## src/rtl/idct_pkg.sv

```systemverilog
// idct_pkg: shared constants, FSM state type and rounding helper
// for the serial 8-point row IDCT engine.
package idct_pkg;

   localparam int N     = 8;
   localparam int COS_W = 8;

   typedef enum logic {
      LOAD = 1'b0,
      CALC = 1'b1
   } state_t;

   function automatic int rnd_const(input int frac);
      return (frac > 0) ? (1 << (frac - 1)) : 0;
   endfunction

endpackage

```

## src/rtl/idct_costable.sv

```systemverilog
// idct_costable: combinational cosine table, entry (x,u) =
// round(128 * k(u) * cos((2x+1)u*pi/16)), FRAC = 7.
module idct_costable
   import idct_pkg::*;
(
   input  logic [2:0]              x,
   input  logic [2:0]              u,
   output logic signed [COS_W-1:0] c
);

   always_comb begin
      c = '0;
      unique case ({x, u})
         6'o00: c =  8'sd45;
         6'o01: c =  8'sd63;
         6'o02: c =  8'sd59;
         6'o03: c =  8'sd53;
         6'o04: c =  8'sd45;
         6'o05: c =  8'sd36;
         6'o06: c =  8'sd24;
         6'o07: c =  8'sd12;
         6'o10: c =  8'sd45;
         6'o11: c =  8'sd53;
         6'o12: c =  8'sd24;
         6'o13: c = -8'sd12;
         6'o14: c = -8'sd45;
         6'o15: c = -8'sd63;
         6'o16: c = -8'sd59;
         6'o17: c = -8'sd36;
         6'o20: c =  8'sd45;
         6'o21: c =  8'sd36;
         6'o22: c = -8'sd24;
         6'o23: c = -8'sd63;
         6'o24: c = -8'sd45;
         6'o25: c =  8'sd12;
         6'o26: c =  8'sd59;
         6'o27: c =  8'sd53;
         6'o30: c =  8'sd45;
         6'o31: c =  8'sd12;
         6'o32: c = -8'sd59;
         6'o33: c = -8'sd36;
         6'o34: c =  8'sd45;
         6'o35: c =  8'sd53;
         6'o36: c = -8'sd24;
         6'o37: c = -8'sd63;
         6'o40: c =  8'sd45;
         6'o41: c = -8'sd12;
         6'o42: c = -8'sd59;
         6'o43: c =  8'sd36;
         6'o44: c =  8'sd45;
         6'o45: c = -8'sd53;
         6'o46: c = -8'sd24;
         6'o47: c =  8'sd63;
         6'o50: c =  8'sd45;
         6'o51: c = -8'sd36;
         6'o52: c = -8'sd24;
         6'o53: c =  8'sd63;
         6'o54: c = -8'sd45;
         6'o55: c = -8'sd12;
         6'o56: c =  8'sd59;
         6'o57: c = -8'sd53;
         6'o60: c =  8'sd45;
         6'o61: c = -8'sd53;
         6'o62: c =  8'sd24;
         6'o63: c =  8'sd12;
         6'o64: c = -8'sd45;
         6'o65: c =  8'sd63;
         6'o66: c = -8'sd59;
         6'o67: c =  8'sd36;
         6'o70: c =  8'sd45;
         6'o71: c = -8'sd63;
         6'o72: c =  8'sd59;
         6'o73: c = -8'sd53;
         6'o74: c =  8'sd45;
         6'o75: c = -8'sd36;
         6'o76: c =  8'sd24;
         6'o77: c = -8'sd12;
      endcase
   end

endmodule

```

## src/rtl/idct8_row.sv

```systemverilog
// idct8_row: serial 8-point row IDCT, one shared MAC, 1-deep output.
// Define IDCT_SAT_EN to clamp results instead of wrapping.
module idct8_row
   import idct_pkg::*;
#(
   parameter int IN_W  = 12,
   parameter int OUT_W = 9,
   parameter int FRAC  = 7
) (
   input  logic                    clk,
   input  logic                    rst_n,
   input  logic                    in_valid,
   output logic                    in_ready,
   input  logic signed [IN_W-1:0]  in_data,
   output logic                    out_valid,
   input  logic                    out_ready,
   output logic signed [OUT_W-1:0] out_data
);

   localparam int PW = IN_W + COS_W;
   localparam int AW = IN_W + 11;

   localparam logic signed [AW-1:0] RND =
      AW'(rnd_const(FRAC));

   state_t                   state;
   logic [2:0]               u_cnt;
   logic [2:0]               x_cnt;
   logic signed [IN_W-1:0]   coef [N];
   logic signed [AW-1:0]     acc;
   logic signed [COS_W-1:0]  cval;
   logic signed [PW-1:0]     prod;
   logic signed [AW-1:0]     sum;
   logic signed [AW-1:0]     res;
   logic signed [OUT_W-1:0]  smp;
   logic                     stall;

   idct_costable u_tab (
      .x (x_cnt),
      .u (u_cnt),
      .c (cval)
   );

   assign prod = PW'(coef[u_cnt]) * PW'(cval);
   assign sum  = acc + AW'(prod) + RND;
   assign res  = sum >>> FRAC;

`ifdef IDCT_SAT_EN
   localparam logic signed [AW-1:0] MAXV =
      AW'((1 << (OUT_W - 1)) - 1);
   localparam logic signed [AW-1:0] MINV =
      AW'(-(1 << (OUT_W - 1)));

   always_comb begin
      smp = res[OUT_W-1:0];
      if (res > MAXV)
         smp = MAXV[OUT_W-1:0];
      else if (res < MINV)
         smp = MINV[OUT_W-1:0];
   end
`else
   logic unused_hi;

   assign smp       = res[OUT_W-1:0];
   assign unused_hi = ^res[AW-1:OUT_W];
`endif

   // a full output register with no drain freezes the last MAC step
   assign stall = out_valid && !out_ready;

   always_ff @(posedge clk or negedge rst_n) begin
      if (!rst_n) begin
         state     <= LOAD;
         in_ready  <= 1'b1;
         out_valid <= 1'b0;
         out_data  <= '0;
         u_cnt     <= '0;
         x_cnt     <= '0;
         acc       <= '0;
         for (int i = 0; i < N; i++)
            coef[i] <= '0;
      end else begin
         if (out_valid && out_ready)
            out_valid <= 1'b0;
         unique case (state)
            LOAD: begin
               if (in_valid) begin
                  coef[u_cnt] <= in_data;
                  u_cnt       <= u_cnt + 3'd1;
                  if (u_cnt == 3'd7) begin
                     state    <= CALC;
                     in_ready <= 1'b0;
                     x_cnt    <= '0;
                     acc      <= '0;
                  end
               end
            end
            CALC: begin
               if (u_cnt != 3'd7) begin
                  acc   <= acc + AW'(prod);
                  u_cnt <= u_cnt + 3'd1;
               end else if (!stall) begin
                  out_data  <= smp;
                  out_valid <= 1'b1;
                  acc       <= '0;
                  u_cnt     <= '0;
                  x_cnt     <= x_cnt + 3'd1;
                  if (x_cnt == 3'd7) begin
                     state    <= LOAD;
                     in_ready <= 1'b1;
                  end
               end
            end
            default: state <= LOAD;
         endcase
      end
   end

endmodule
```

## config.mk

```make
export PLATFORM = sky130hd
export DESIGN_NAME = idct8_row
export DESIGN_NICKNAME = d
export VERILOG_FILES = /design/src/rtl/idct_pkg.sv /design/src/rtl/idct_costable.sv /design/src/rtl/idct8_row.sv
export SDC_FILE = /design/constraint.sdc
export NUM_CORES = 1
export LEC_CHECK = 0
export ABC_AREA = 1
export BUFFER_PORTS_ARGS = -buffer_cell sky130_fd_sc_hd__buf_4
export CELL_PAD_IN_SITES_DETAIL_PLACEMENT = 0
export CELL_PAD_IN_SITES_GLOBAL_PLACEMENT = 1
export CORE_MARGIN = 3
export CORE_UTILIZATION = 45
export DETAILED_ROUTE_END_ITERATION = 7
export PLACE_DENSITY_LB_ADDON = 0.1
export SETUP_SLACK_MARGIN = 0.15
export SLEW_MARGIN = 30
export SYNTH_ARGS = -nofsm -noshare
export SYNTH_HDL_FRONTEND = slang
export SYNTH_SLANG_ARGS = --single-unit
```

## constraint.sdc

```tcl
create_clock -name clk -period 11.3 [get_ports clk]
set_clock_uncertainty 0.2 [all_clocks]
set_input_delay 2.825 -clock clk [delete_from_list [all_inputs] [get_ports clk]]
set_output_delay 2.825 -clock clk [all_outputs]
set_load 0.05 [all_outputs]
```

; ---- Word level (Yosys, flattened, before mapping)
; Memories as Yosys holds them, arrays and structs flattened.
; Index checks and enable logic that the tools add are counted.
[totals]
output_inout_bits = 11
inputBits = 16
elab_cells = 82
mem_count = 1
romBits = 512
regBits = 137
[mem_list]
columns = name, depth, width, rd, rd_clocked_by_memory_dff, wr, line
row1 = (name not given), 64, 8, 1, 0, 0, idct_costable.sv:13  ; unique case ({x, u})
[op_classes]
n_reduce_logical = 10
bitwise_logic = 4
magnitude_cmp = 2
n_eq_ne = 9
multipliers = 1
muxes = 36
n_addsub = 4
[op_table]
columns = operator, n
row1 = 96-bit bitwise mux, 1
row2 = 23-bit two-way mux, 4
row3 = 23-bit one-hot mux with 2 select lines, 1
row4 = 12-bit binary-select mux with 3-bit select, 1
row5 = 12-bit demux with 3-bit select, 1
row6 = 12-bit two-way mux, 3
row7 = 23-bit by 20-bit adder with 23-bit output, 1
row8 = 3-bit two-way mux, 7
row9 = 12-bit by 8-bit multiplier with 20-bit output, 1
row10 = 16-bit by 8-bit adder with 16-bit output (second input constant), 1
row11 = 1-bit two-way mux, 14
row12 = 3-bit one-hot mux with 2 select lines, 2
row13 = 2-bit != test (second input constant), 4
row14 = 3-bit by 1-bit adder with 3-bit output (second input constant), 2
row15 = 3-bit equality test (second input constant), 2
row16 = 3-bit AND reduction, 2
row17 = 5-bit AND reduction, 1
row18 = 4-bit greater-or-equal comparator (second input constant), 1
row19 = 4-bit by 1-bit < comparator with 1-bit output (second input constant), 1
row20 = 3-bit inverter with 4-bit output, 1
row21 = 1-bit one-hot mux with 2 select lines, 2
row22 = 2-bit AND reduction, 2
row23 = 4-bit AND reduction, 1
row24 = 1-bit logical AND, 3
row25 = 5 further kinds, 7

; ---- Logic depth before layout (Yosys ltp)
[logic_depth]
depth_word = 8
ltp_mapped = 41
mapped_depth_nobuf = 36

; ---- Modules after synthesis
; From an unflattened synthesis, not the netlist that was laid out.
[unflattened]
hier_cells = 1316
area_unflattened_um2 = 10022.1
[modules_own_cells]
columns = mod, area_per_inst_um2, instances, cells_each, seq_area_each_um2
row1 = idct8_row, 9091.2, 1, 1129, 3254.4
row2 = idct_costable, 930.9, 1, 187, 0.0

; ---- Least setup slack after synthesis
; Ideal clock, no wire load.
[synth_path]
kind = register to register
from = register u_cnt[0]
to = register out_data[8]
setup_ps = 118
path_buffers = 4
synth_period_minus_slack_ps = 7001
path_stages_with_launch = 35
path_slack_ps = 4299
required_time_ps = 10982
arrival_time_ps = 6683
path_cell_list = dfrtp_1 -> buf_6 -> inv_4 -> buf_4 -> buf_2 -> buf_2 -> ha_1 -> o21ai_0 -> nand2_1 -> a32o_1 -> o21ai_2 -> nand2_1 -> fa_1 -> inv_1 -> fa_1 -> fa_1 -> fa_1 -> inv_1 -> fa_1 -> inv_1 -> ha_1 -> nand3b_1 -> nand3_1 -> nand2_1 -> nand2_1 -> nor3_1 -> nand3_1 -> nor2_1 -> nand2_1 -> nor2_1 -> nand3_1 -> inv_1 -> nand3_1 -> nand3_1 -> nand2_1
[synth_between]
elab_chain_len = 7
word_cells_on_any_way = 11
classes_between = add/sub (2) / mul (1) / eq/ne (1) / mux (3) / bitwise (2) / reduce/logical (1) / memory (1)
[synth_lines]
columns = item, line
row1 = start: declaration, idct8_row.sv:27  ; logic [2:0] u_cnt;
row2 = start signal: assignment, idct8_row.sv:89  ; u_cnt <= u_cnt + 3'd1;
row3 = start signal: assignment, idct8_row.sv:101  ; u_cnt <= u_cnt + 3'd1;
row4 = branches (longest 7 deep; another with 23-bit by 20-bit adder with 23-bit output), n/a
row5 = end signal: assignment, idct8_row.sv:103  ; out_data <= smp;
row6 = end: declaration, idct8_row.sv:17  ; output logic signed [OUT_W-1:0] out_data
; Several ways; the timed one is not identified. The select of a mux whose other input is x is not followed.
; A chain may end at the register's enable or synchronous reset.

; ---- Worst setup path in the final report
; Same ends and word-level chain as after synthesis.

==> flow_metrics.tcl <==
set metrics [dict create \
    status "finished clean" \
    worst_setup_hold_path_clk_slew_ps 70 \
    critical_path_arrival_ps 7990 \
    critical_path.startpoint "u_cnt[0]$_DFFE_PN0P_" \
    root_buffer "clkbuf_16" \
    drt-pass1-iter-count 7 \
    place.detailed.hpwl_um 19100 \
    multi_input_area_um2 5660 \
    layout_common_cells "nand2_1, inv_1, dfrtp_1, o21ai_0, nand3_1" \
    synth_largest_area_cell "dfrtp_1" \
    num_antenna_cells 0 \
    cts.path.max_buffers 2 \
    synth_enable_flop_cells 0 \
    global_route.overflow_total 0 \
    yosys-top-cells-area "dfrtp_1, fa_1, nand2_1, inv_1, ha_1" \
    cp.required_ps 11430 \
    num_rows 53 \
    ant_nets 0 \
    final_routed_wirelength_um 26200 \
    yosysSeqAreaShare 0.330 \
    fin_nets 1395 \
    yosys_most_used_dff "dfrtp_1" \
    r2r_end "out_data[8]$_DFFE_PN0P_" \
    post_synthesis_net_count 1390 \
    post-cts-setup-buffer-count 0 \
    clk-insertion-delay-late_ps 440 \
    drt-vias-per-instance 5.28 \
    die_y_um 154 \
    timing.hold.worst.start "out_data[0]$_DFFE_PN0P_" \
    slew-limit-headroom 0.377 \
    number_of_global_route_vias_before_repair 8033 \
    fillers 2151 \
    min_path_type "reg2reg" \
    gp_congestion 0.911 \
    grt_antenna_before_repair 0 \
    critPathKind "reg2reg" \
    max_clock_freq_ghz 0.127 \
    cpMaxStageDelayCell "nand2_1" \
    async_flop_share 1.00 \
    initial_utilization 0.463 \
    place_inst 1511 \
    fp.coreArea_um2 21300 \
    syn_inst 1250 \
    timing.critical_path.to "out_data[8]$_DFFE_PN0P_" \
    syn-cell-area_um2 9850 \
    drcViolationCount 0 \
    die_x_um 154 \
    clock_tree.htree_level_count 4 \
    pin_count 27 \
    setup.reg_to_reg.worst_slack_ps 3430 \
    mostFrequentLayoutCell "nand2_1" \
    buffer_ports.inserted 26 \
    critical_path_start_type "register" \
    avgRoutedWirePerCell_um 17.0 \
    cts_hold_repair.buffers 0 \
    ys_ff_latch 130 \
    number_of_failing_setup_endpoints_in_the_final_timing_report 0 \
    setup-tns-final_ps 0 \
    non_filler_cells_in_the_finished_layout 1543 \
    initialDrtViolationCount 578 \
    max_stage_delay_ps 570 \
    cts_resized 0 \
    global_route_usage_sum 0.232 \
    layout-drive-gt1-share 0.0820 \
    tcrit_tclk_final 0.696 \
    final-max-slew-violation-count 0 \
    yosysWarnings 0 \
    r2r_cells 31 \
    worst_slew_pin_slew_ps 932 \
    post_synth_num_cell_types 40 \
    timing.final.crit_period_ps 7870 \
    max_cap_viol 0 \
    unrepaired_setup_endpoints_after_global_routing "no" \
    cts_made_buffers 17 \
    critical_path_peak_fanout 49 \
    maximum_number_of_pins_on_one_net_before_global_route_repair 59 \
    setup.worst_path.end_class "register" \
    rr_startpoint "u_cnt[0]$_DFFE_PN0P_" \
    tritoncts "yes" \
    vias 8149 \
    grt_pass1_wl_um 43600 \
    hold_violations 0 \
    netlist.area_leader.share 0.328 \
    cts.sinks 130 \
    synth_area_per_cell_um2 7.88 \
    syn2layout_area_growth_pct 10.2 \
    dieArea_um2 23700 \
    sequential_cell_area_um2 3250 \
]
## per-stage QoR
stage / util / worst slack [ps] / hold WS [ps] / area, um2
6_report: 0.510 / 3430 / 275 / 10900
2_1_floorplan: - / 4300 / 248 / 9850
3_5_place_dp: 0.481 / 3490 / 261 / 10200
5_1_grt: 0.510 / 2810 / 302 / 10900
3_3_place_gp: 0.479 / 3660 / 259 / 10200
4_1_cts: 0.510 / 3510 / 277 / 10900
## flip-flops by register name, summed over array words and instances (netlist names)
register,cells
acc,16
coef,96
in_ready,1
out_data,9
out_valid,1
state,1
u_cnt,3
x_cnt,3
## layout make-up
class                      instances  share of cell area
timing repair buffer              37              0.0274
tap                              275              0.0317
multi-input combinational        886               0.521
inverter                         183              0.0635
sequential                       130               0.300
clock inverter                    15              0.0177
clock buffer                      17              0.0392
## how the worst min path moves through the flow
| stage | endpoint | depth (start not counted) | slack, ps |
|---|---|---|---|
| 6_report | out_data[0]$_DFFE_PN0P_ | 2 | 280 |
| 5_1_grt | coef[38]$_DFFE_PN0P_ | 2 | 300 |
| 4_1_cts | out_data[0]$_DFFE_PN0P_ | 2 | 280 |
| 3_5_place_dp | out_data[0]$_DFFE_PN0P_ | 2 | 260 |
| 3_3_place_gp | out_data[0]$_DFFE_PN0P_ | 2 | 260 |
| 2_1_floorplan | coef[10]$_DFFE_PN0P_ | 2 | 250 |
## cell usage after synthesis (2+ instances only)
| cell | number |
|---|---|
| dfrtp_1 | 129 |
| inv_1 | 175 |
| o21ai_0 | 121 |
| nor3_1 | 4 |
| inv_2 | 7 |
| nand2_4 | 2 |
| xnor2_1 | 6 |
| or2_2 | 2 |
| ha_1 | 49 |
| fa_1 | 75 |
| nand3_1 | 90 |
| buf_4 | 6 |
| clkbuf_1 | 28 |
| xor2_1 | 8 |
| o21ai_1 | 9 |
| nand2_2 | 10 |
| nand4_1 | 4 |
| o221ai_1 | 16 |
| buf_2 | 10 |
| buf_6 | 6 |
| o211ai_1 | 6 |
| o22ai_1 | 10 |
| nand3b_1 | 2 |
| a21oi_1 | 38 |
| a32o_1 | 2 |
| nand3_2 | 4 |
| nor2_1 | 86 |
| nand2_1 | 333 |
## layer usage
layer  part of all wire  wire, um  vias up  GRT usage
li1                   -         -     3988          -
met2               0.45     11900      175      0.351
met5                  0         0        -          0
met3              0.045      1170       27     0.0507
met4              0.014       376        0     0.0559
met1               0.49     12800     3959      0.342
## cells by family after synthesis
family | synth area share
AOI/OAI and AO/OA | 0.117
and+or+nand+nor | 0.228
adders and majority gates | 0.215
xor gates and xnor gates | 0.0124
buffers and inverters | 0.0975
DFF | 0.330
## critical path, delay by kind of cell (launching register included)
family	cells	cell delay [ps]
adder cells (fa/ha/maj)	6	2930
AND/OR/NAND/NOR	15	2240
buffers and inverters	8	1170
AO/OA/AOI/OAI	2	790
flip-flops	1	360
Power is left out: the tool's default activity adds up to more than one toggle a clock period on the data nets, which glitch-free logic cannot reach.
